--- config.mk ---
export PLATFORM = sky130hd
export DESIGN_NAME = vram_console_writer
export DESIGN_NICKNAME = d
export VERILOG_FILES = /design/src/rtl/vram_console_writer.sv
export SDC_FILE = /design/constraint.sdc
export NUM_CORES = 1
export LEC_CHECK = 0
export CELL_PAD_IN_SITES_DETAIL_PLACEMENT = 1
export CELL_PAD_IN_SITES_GLOBAL_PLACEMENT = 1
export CORE_ASPECT_RATIO = 1.75
export CORE_MARGIN = 2
export CORE_UTILIZATION = 35
export DETAILED_ROUTE_END_ITERATION = 10
export GPL_ROUTABILITY_DRIVEN = 0
export PLACE_DENSITY_LB_ADDON = 0.1
export SLEW_MARGIN = 30
export SYNTH_ARGS = -nofsm -noshare
export SYNTH_HDL_FRONTEND = slang
export SYNTH_SLANG_ARGS = --single-unit
--- constraint.sdc ---
create_clock -name clk -period 5.02 [get_ports clk]
set_input_delay 1.255 -clock clk [delete_from_list [all_inputs] [get_ports clk]]
set_output_delay 1.255 -clock clk [all_outputs]
set_load 0.005 [all_outputs]
--- src/rtl/vram_console_writer.sv ---
// Text-console writer: byte stream in, character VRAM writes out, with cursor tracking.
// Optional screen clear on 0x0C is built only when CONSOLE_CLEAR_EN is defined.
`timescale 1ns/1ps
module vram_console_writer #(
  parameter int COLS = 40,
  parameter int ROWS = 30
) (
  input  logic        clk,
  input  logic        reset,
  input  logic [7:0]  in_data,
  input  logic        in_valid,
  output logic        in_ready,
  output logic        vram_we,
  output logic [10:0] vram_waddr,
  output logic [7:0]  vram_wdata,
  output logic [4:0]  cursor_row,
  output logic [5:0]  cursor_col,
  output logic        busy
);

  localparam logic [5:0] LAST_COL = 6'(COLS - 1);
  localparam logic [4:0] LAST_ROW = 5'(ROWS - 1);

  localparam logic [7:0] CH_BS    = 8'h08;
  localparam logic [7:0] CH_LF    = 8'h0A;
  localparam logic [7:0] CH_FF    = 8'h0C;
  localparam logic [7:0] CH_CR    = 8'h0D;
  localparam logic [7:0] CH_SPACE = 8'h20;

  logic [4:0]  r_row;
  logic [5:0]  r_col;
  logic        r_we;
  logic [10:0] r_waddr;
  logic [7:0]  r_wdata;

  logic        w_accept;
  logic        w_is_print;
  logic [4:0]  w_row_adv;
  logic [4:0]  w_row_nxt;
  logic [5:0]  w_col_nxt;
  logic        w_byte_we;
  logic [10:0] w_byte_addr;
  logic [7:0]  w_byte_data;
  logic        w_we_nxt;
  logic [10:0] w_waddr_nxt;
  logic [7:0]  w_wdata_nxt;

  assign w_accept   = in_valid & in_ready;
  assign w_is_print = (in_data >= 8'h20) && (in_data <= 8'h7E);
  assign w_row_adv  = (r_row == LAST_ROW) ? '0 : r_row + 5'd1;

  // Byte interpretation: cursor update and the write (if any) a byte requests.
  always_comb begin
    w_row_nxt   = r_row;
    w_col_nxt   = r_col;
    w_byte_we   = 1'b0;
    w_byte_addr = r_waddr;
    w_byte_data = r_wdata;
    if (w_accept) begin
      if (w_is_print) begin
        w_byte_we   = 1'b1;
        w_byte_addr = {r_row, r_col};
        w_byte_data = in_data;
        if (r_col == LAST_COL) begin
          w_col_nxt = '0;
          w_row_nxt = w_row_adv;
        end else begin
          w_col_nxt = r_col + 6'd1;
        end
      end else begin
        case (in_data)
          CH_CR: w_col_nxt = '0;
          CH_LF: w_row_nxt = w_row_adv;
          CH_BS: begin
            if (r_col != '0) begin
              w_col_nxt   = r_col - 6'd1;
              w_byte_we   = 1'b1;
              w_byte_addr = {r_row, r_col - 6'd1};
              w_byte_data = CH_SPACE;
            end
          end
`ifdef CONSOLE_CLEAR_EN
          CH_FF: begin
            w_row_nxt = '0;
            w_col_nxt = '0;
          end
`endif
          default: ;
        endcase
      end
    end
  end

`ifdef CONSOLE_CLEAR_EN
  typedef enum logic {
    ST_IDLE,
    ST_CLEAR
  } state_t;

  state_t      r_state;
  state_t      w_state_nxt;
  logic [10:0] r_clr_cnt;
  logic [10:0] w_clr_cnt_nxt;

  always_ff @(posedge clk or posedge reset) begin
    if (reset) begin
      r_state   <= ST_IDLE;
      r_clr_cnt <= '0;
    end else begin
      r_state   <= w_state_nxt;
      r_clr_cnt <= w_clr_cnt_nxt;
    end
  end

  // r_clr_cnt always equals the address being written this cycle while clearing.
  always_comb begin
    w_state_nxt   = r_state;
    w_clr_cnt_nxt = r_clr_cnt;
    case (r_state)
      ST_IDLE: begin
        if (w_accept && (in_data == CH_FF)) begin
          w_state_nxt   = ST_CLEAR;
          w_clr_cnt_nxt = '0;
        end
      end
      ST_CLEAR: begin
        if (r_clr_cnt == '1) begin
          w_state_nxt = ST_IDLE;
        end else begin
          w_clr_cnt_nxt = r_clr_cnt + 11'd1;
        end
      end
      default: w_state_nxt = ST_IDLE;
    endcase
  end

  always_comb begin
    in_ready    = (r_state == ST_IDLE);
    busy        = (r_state == ST_CLEAR);
    w_we_nxt    = w_byte_we;
    w_waddr_nxt = w_byte_addr;
    w_wdata_nxt = w_byte_data;
    if (w_state_nxt == ST_CLEAR) begin
      w_we_nxt    = 1'b1;
      w_waddr_nxt = w_clr_cnt_nxt;
      w_wdata_nxt = CH_SPACE;
    end
  end
`else
  assign in_ready    = 1'b1;
  assign busy        = 1'b0;
  assign w_we_nxt    = w_byte_we;
  assign w_waddr_nxt = w_byte_addr;
  assign w_wdata_nxt = w_byte_data;
`endif

  always_ff @(posedge clk or posedge reset) begin
    if (reset) begin
      r_row   <= '0;
      r_col   <= '0;
      r_we    <= 1'b0;
      r_waddr <= '0;
      r_wdata <= '0;
    end else begin
      r_row   <= w_row_nxt;
      r_col   <= w_col_nxt;
      r_we    <= w_we_nxt;
      r_waddr <= w_waddr_nxt;
      r_wdata <= w_wdata_nxt;
    end
  end

  assign vram_we    = r_we;
  assign vram_waddr = r_waddr;
  assign vram_wdata = r_wdata;
  assign cursor_row = r_row;
  assign cursor_col = r_col;

endmodule
==> Word level (Yosys, flattened, before mapping) <==
Index checks and enable logic that the tools add are counted.
{ "word_totals": {"latchBits": 0, "rom_bits": 0, "out_inout_bits": 33, "ff_bits": 31, "wordCells": 44, "mem_count": 0, "mem_bits_rw": 0} }
{ "op_classes": {"reduce_logical": 9, "n_eq_ne": 7, "n_bitwise": 0, "addsub": 3, "n_lt_le_gt_ge": 2, "mul": 0, "mux": 18, "n_div": 0, "n_shift": 0} }
{ "ops": {"columns": ["cell", "n"], "rows": [
  ["11-bit two-way mux", 3],
  ["8-bit by 4-bit == test with 1-bit output (second input constant)", 3],
  ["8-bit two-way mux", 3],
  ["5-bit two-way mux", 4],
  ["6-bit two-way mux", 3],
  ["6-bit one-hot mux with 2 select lines", 1],
  ["3-bit AND reduction", 3],
  ["8-bit by 6-bit greater-or-equal comparator with 1-bit output (second input constant)", 1],
  ["8-bit by 7-bit <= comparator with 1-bit output (second input constant)", 1],
  ["6-bit by 1-bit adder with 6-bit output (second input constant)", 1],
  ["6-bit == test (second input constant)", 1],
  ["2-bit nonzero test", 3],
  ["6-bit nonzero test", 1],
  ["6-bit by 1-bit subtractor with 6-bit output (second input constant)", 1],
  ["5-bit by 1-bit adder with 5-bit output (second input constant)", 1],
  ["5-bit == test (second input constant)", 1],
  ["1-bit two-way mux", 4],
  ["3-bit inequality test (second input constant)", 1],
  ["3-bit nonzero test", 1],
  ["2-bit by 1-bit inequality test with 1-bit output (second input constant)", 1],
  ["1-bit logical AND", 1]
]} }

==> Longest topological paths before layout <==
{ "logic_depth": {"ltp_word": 5, "depth_mapped": 8, "mapped_depth_nobuf": 7} }

==> Least setup slack after synthesis <==
No wires, ideal clock.
{ "synth_path": {"path_kind": "in2reg", "start": "in in_data[6]", "end": "reg r_wdata[0], in the netlist vram_wdata[0]", "path_slack_ns": 2.424, "required_time_ns": 4.899, "setup_time_ns": 0.121, "stages": 5, "arrival_ns": 2.475, "path_cell_list": "nor4b_1 o211a_1 o21ai_4 buf_4 a22o_1"} }
{ "synth_via": {"elab_chain_cells": 4, "elab_cells_between_ends": 8, "classes_between": "order compare (2); eq/ne (1); mux (1); reduce/logical (4)"} }
{ "synth_lines": {"columns": ["item", "line_no", "rtl"], "rows": [
  ["start, declared", "10", "input logic [7:0] in_data,"],
  ["8-bit by 6-bit greater-or-equal comparator with 1-bit output or 8-bit by 7-bit <= comparator with 1-bit output (tied branches)", "49", "assign w_is_print = (in_data >= 8'h20) && (in_data <= 8'h7E);"],
  ["1-bit logical AND", "49", null],
  ["2-bit nonzero test (no line)", null, null],
  ["3-bit AND reduction (no line)", null, null],
  ["end signal, assigned", "169", "r_wdata <= w_wdata_nxt;"],
  ["end, declared", "34", "logic [7:0] r_wdata;"]
]} }
Parallel ways exist; a longest one is shown, timed or not.
A chain may end at the register's enable or synchronous reset.

==> Worst setup path after layout <==
{ "layout_path": {"start": "in in_data[5]", "end": "reg r_waddr[2], in the netlist vram_waddr[2]"} }
{ "layout_via": {"elab_chain_cells": 4, "elab_cells_between_ends": 8, "classes_between": "order compare (2); eq/ne (1); mux (1); reduce/logical (4)"} }
{ "layout_lines": {"columns": ["item", "line_no", "rtl"], "rows": [
  ["8-bit by 6-bit greater-or-equal comparator with 1-bit output or 8-bit by 7-bit <= comparator with 1-bit output (tied branches)", "49", null],
  ["1-bit logical AND", "49", null],
  ["2-bit nonzero test (no line)", null, null],
  ["3-bit AND reduction (no line)", null, null],
  ["end signal, assigned", "168", "r_waddr <= w_waddr_nxt;"],
  ["end, declared", "33", "logic [10:0] r_waddr;"]
]} }
Parallel ways exist; a longest one is shown, timed or not.

==> impl_metrics.py <==
metrics = {
    "layout": {
        "final_area_um2": 2230,
        "nNetsFinal": 225,
        "drive_above_1_share_pct": 10.4,
        "post-route-util_pct": 47.7,
        "syn_to_final_growth_pct": 32.1,
        "n_antenna_cell": 0,
        "stdcell_count": 263,
    },
    "routing": {
        "viasPerCell": 5.70,
        "ant_nets": 0,
        "drt_iter0_markers": 21,
        "dr.pass1.iters": 4,
        "drt_wl_total_mm": 4.70,
        "vias": 1500,
        "wl_per_cell_um": 17.9,
        "remaining_drc_errors": 0,
    },
    "clock_network": {
        "cts_resized": 0,
        "cts_root_buf": "clkbuf_8",
        "insertion_delay_ns": 0.28,
        "cts_hold_buf": 0,
        "clock_path_buffers": 2,
        "tritoncts": "done",
        "clk_pin_slew_ns": 0.07,
        "cts_setup_buffers": 0,
        "cts_htree_levels": 2,
        "cts_made_buffers": 5,
        "clock-sinks": 31,
    },
    "setup_path": {
        "critPathKind": "in -> reg",
        "cp_max_fo": 25,
        "arrival_ns": 3.43,
        "reg2reg_depth": 7,
        "cp-start-kind": "input port",
        "r2r_slack_ns": 2.38,
        "timing.rr.end": "vram_waddr[2]",
        "crit_path_end_kind": "flip-flop",
        "worst_r2r_startpoint": "cursor_col[0]",
        "critPathRequiredTime_ns": 5.19,
    },
    "die": {
        "core_area_um2": 4670,
        "start_util_pct": 36.1,
        "ioPinCount": 44,
        "dieArea_um2": 5410,
        "die_w_um": 56.5,
        "rows": 33,
        "die_y_um": 95.8,
    },
    "timing": {
        "tns_ns": 0,
        "finalSetupViolations": 0,
        "rsz0062_at_grt": "no",
        "hold_viol": 0,
        "min_period_ns": 3.25,
        "finalWorstSetupSlack_ns": 1.77,
        "fmax_mhz": 307,
        "tightest_slew_ns": 0.668,
        "slew_headroom_pct": 55.2,
        "drv_slew": 0,
        "whs_ns": 0.489,
        "post-route-period-util_pct": 64.8,
        "clock_skew_ns": 0.00282,
    },
    "power_and_ir_drop": {
        "ir_drop_mv": 0.192,
        "powerDensity_nw_per_um2": 376,
        "power_frac_comb_pct": 28.0,
        "p_leak_nw": 0.937,
        "total_power_uw": 837,
        "p_switching_uw": 248,
        "p_seq_share_pct": 40.8,
        "p_sw_share_pct": 29.6,
        "power_frac_clock_pct": 31.2,
        "p_int_uw": 590,
    },
    "grt": {
        "grt_max_degree": 32,
        "antenna_found_initial": 0,
        "gr-total-overflow": 0,
        "grt_pass1_wl_mm": 8.05,
        "grt_pass1_vias": 1666,
        "grt_usage_pct": 19.2,
    },
    "logic_synthesis": {
        "synth_edf_count": 0,
        "ys_types": 48,
        "synth-simple-area-share_pct": 15.6,
        "synth_top_family_by_area": "compound AO/OA/AOI/OAI gates",
        "async_flop_share_pct": 100,
        "syn_area_um2": 1690,
        "muxShareOfSynthArea_pct": 4.90,
        "synth_seq_cells": 31,
        "synth_compound_area_share_pct": 22.1,
        "syn_area_per_cell_um2": 9.86,
        "ys_seq_area_share_pct": 46.0,
        "synthCells": 171,
        "synthFlopType": "dfrtp_1",
        "synth_area_leaders": "dfrtp_1 46%, mux2_2 4.0%, nand2_1 3.8%",
        "synth_area_leader_cell": "dfrtp_1",
        "synth-xor-area-share_pct": 2.60,
        "synth_top_area_share_pct": 46.0,
        "yosysWarningCount": 0,
        "syn_nets": 186,
        "synthAdderAreaFrac_pct": 2.97,
    },
    "place": {
        "dp_hpwl_mm": 3.54,
        "io_buffer_count": 41,
        "post_dp_cell_area_um2": 2110,
        "dp_cells": 255,
        "preCtsSetupSlack_ns": 1.45,
    },
    "min_path": {
        "min_from": "vram_waddr[1]",
        "min_path_type": "reg -> reg",
        "hold_depth": 2,
        "worst_hold_path.endpoint": "vram_waddr[1]",
    },
    "outcome": {
        "status": "finished, final reports clean",
    },
    "flow_run": {
        "max-cap-violations": 0,
    },
}
## synthesized netlist by cell type (2+ instances only)
| cell type | number |
|---|---|
| conb_1 | 2 |
| o31ai_1 | 5 |
| dfrtp_1 | 31 |
| buf_4 | 3 |
| nand2_1 | 17 |
| buf_2 | 3 |
| o21a_1 | 2 |
| nor2b_1 | 2 |
| a22o_1 | 6 |
| mux2_2 | 6 |
| inv_1 | 7 |
| a21oi_1 | 8 |
| nor2_1 | 12 |
| nor3b_1 | 2 |
| xnor2_1 | 4 |
| and2_1 | 2 |
| o41ai_1 | 2 |
| o22a_1 | 2 |
| a32oi_1 | 2 |
| clkbuf_1 | 3 |
| nand3_1 | 8 |
| o21ai_0 | 12 |
| ha_1 | 4 |
| a31oi_1 | 2 |
## logic make-up (layout without fill, tap and decap cells)
group / after synthesis / after routing
buffers and inverters: 18 / 58
other: 2 / 2
muxes: 7 / 7
AOI/OAI and AO/OA: 52 / 52
DFF: 31 / 31
and+or+nand+nor: 52 / 52
xor gates and xnor gates: 5 / 5
adders and majority gates: 4 / 4
## area by class of cell
type                    instances  area (um^2)
repair buffers                 42          418
clock buffers                   6         82.6
multi-input cells             122          820
fillers                       549         2440
well taps                      52         65.1
clock inverters                 2         35.0
flip-flops and latches         31          776
inverters                       8         30.0
## worst max path at each step
| stage | from | to | slack [ns] | depth (start not counted) |
|---|---|---|---|---|
| floorplan | in_data[6] | vram_wdata[0] | 2.42 | 5 |
| global placement | in_data[4] | vram_waddr[2] | 1.51 | 6 |
| detailed placement | in_data[5] | vram_waddr[2] | 1.45 | 6 |
| CTS | in_data[5] | vram_waddr[2] | 1.75 | 6 |
| global route | in_data[5] | cursor_row[0] | 1.60 | 6 |
| finish | in_data[5] | vram_waddr[2] | 1.77 | 6 |
## routing by layer
metal  vias up  wire, um  global-route usage [%]
met5         -         0                       0
met4         0       150                    10.5
met3        15       135                    3.09
met2        35      2580                    36.7
met1       753      1830                    19.4
li1        697         -                       -
## sequential cells by signal, summed over array words and instances (netlist names)
| register | cells |
|---|---|
| cursor_row | 5 |
| vram_waddr | 11 |
| cursor_col | 6 |
| vram_wdata | 8 |
| vram_we | 1 |
## critical path, stage by stage
cell	delay, ns
clkdlybuf4s50_1	0.61
nand3_1	0.16
o21a_1	0.37
o21ai_4	0.60
inv_2	0.11
mux2_4	0.31
## cells in the final DEF, fill, tap and decap left out, drive strengths merged, types with 2 or more instances in the layout
master	Yosys	layout
nand2	17	17
inv	8	8
clkbuf	3	6
a21oi	8	8
dfrtp	31	31
ha	4	4
nor2	12	12
or4b	2	2
xnor2	4	4
o21ai	14	14
nor3b	2	2
a31oi	2	2
o31ai	5	5
a22o	6	6
o41ai	2	2
mux2	7	7
nand3	8	8
o22a	2	2
nor2b	2	2
and2	2	2
a32oi	2	2
conb	2	2
clkdlybuf4s50	0	41
o21a	2	2
## power by group through the flow
stage | clock network [mW] | logic, mW | registers, mW
CTS | 0.268 | 0.239 | 0.342
global placement | 0 | 0.233 | 0.345
global route | 0.277 | 0.262 | 0.351
finish | 0.261 | 0.235 | 0.342
floorplan | 0 | 0.132 | 0.326
detailed placement | 0 | 0.238 | 0.347
Power figures use the tool's default switching activity.
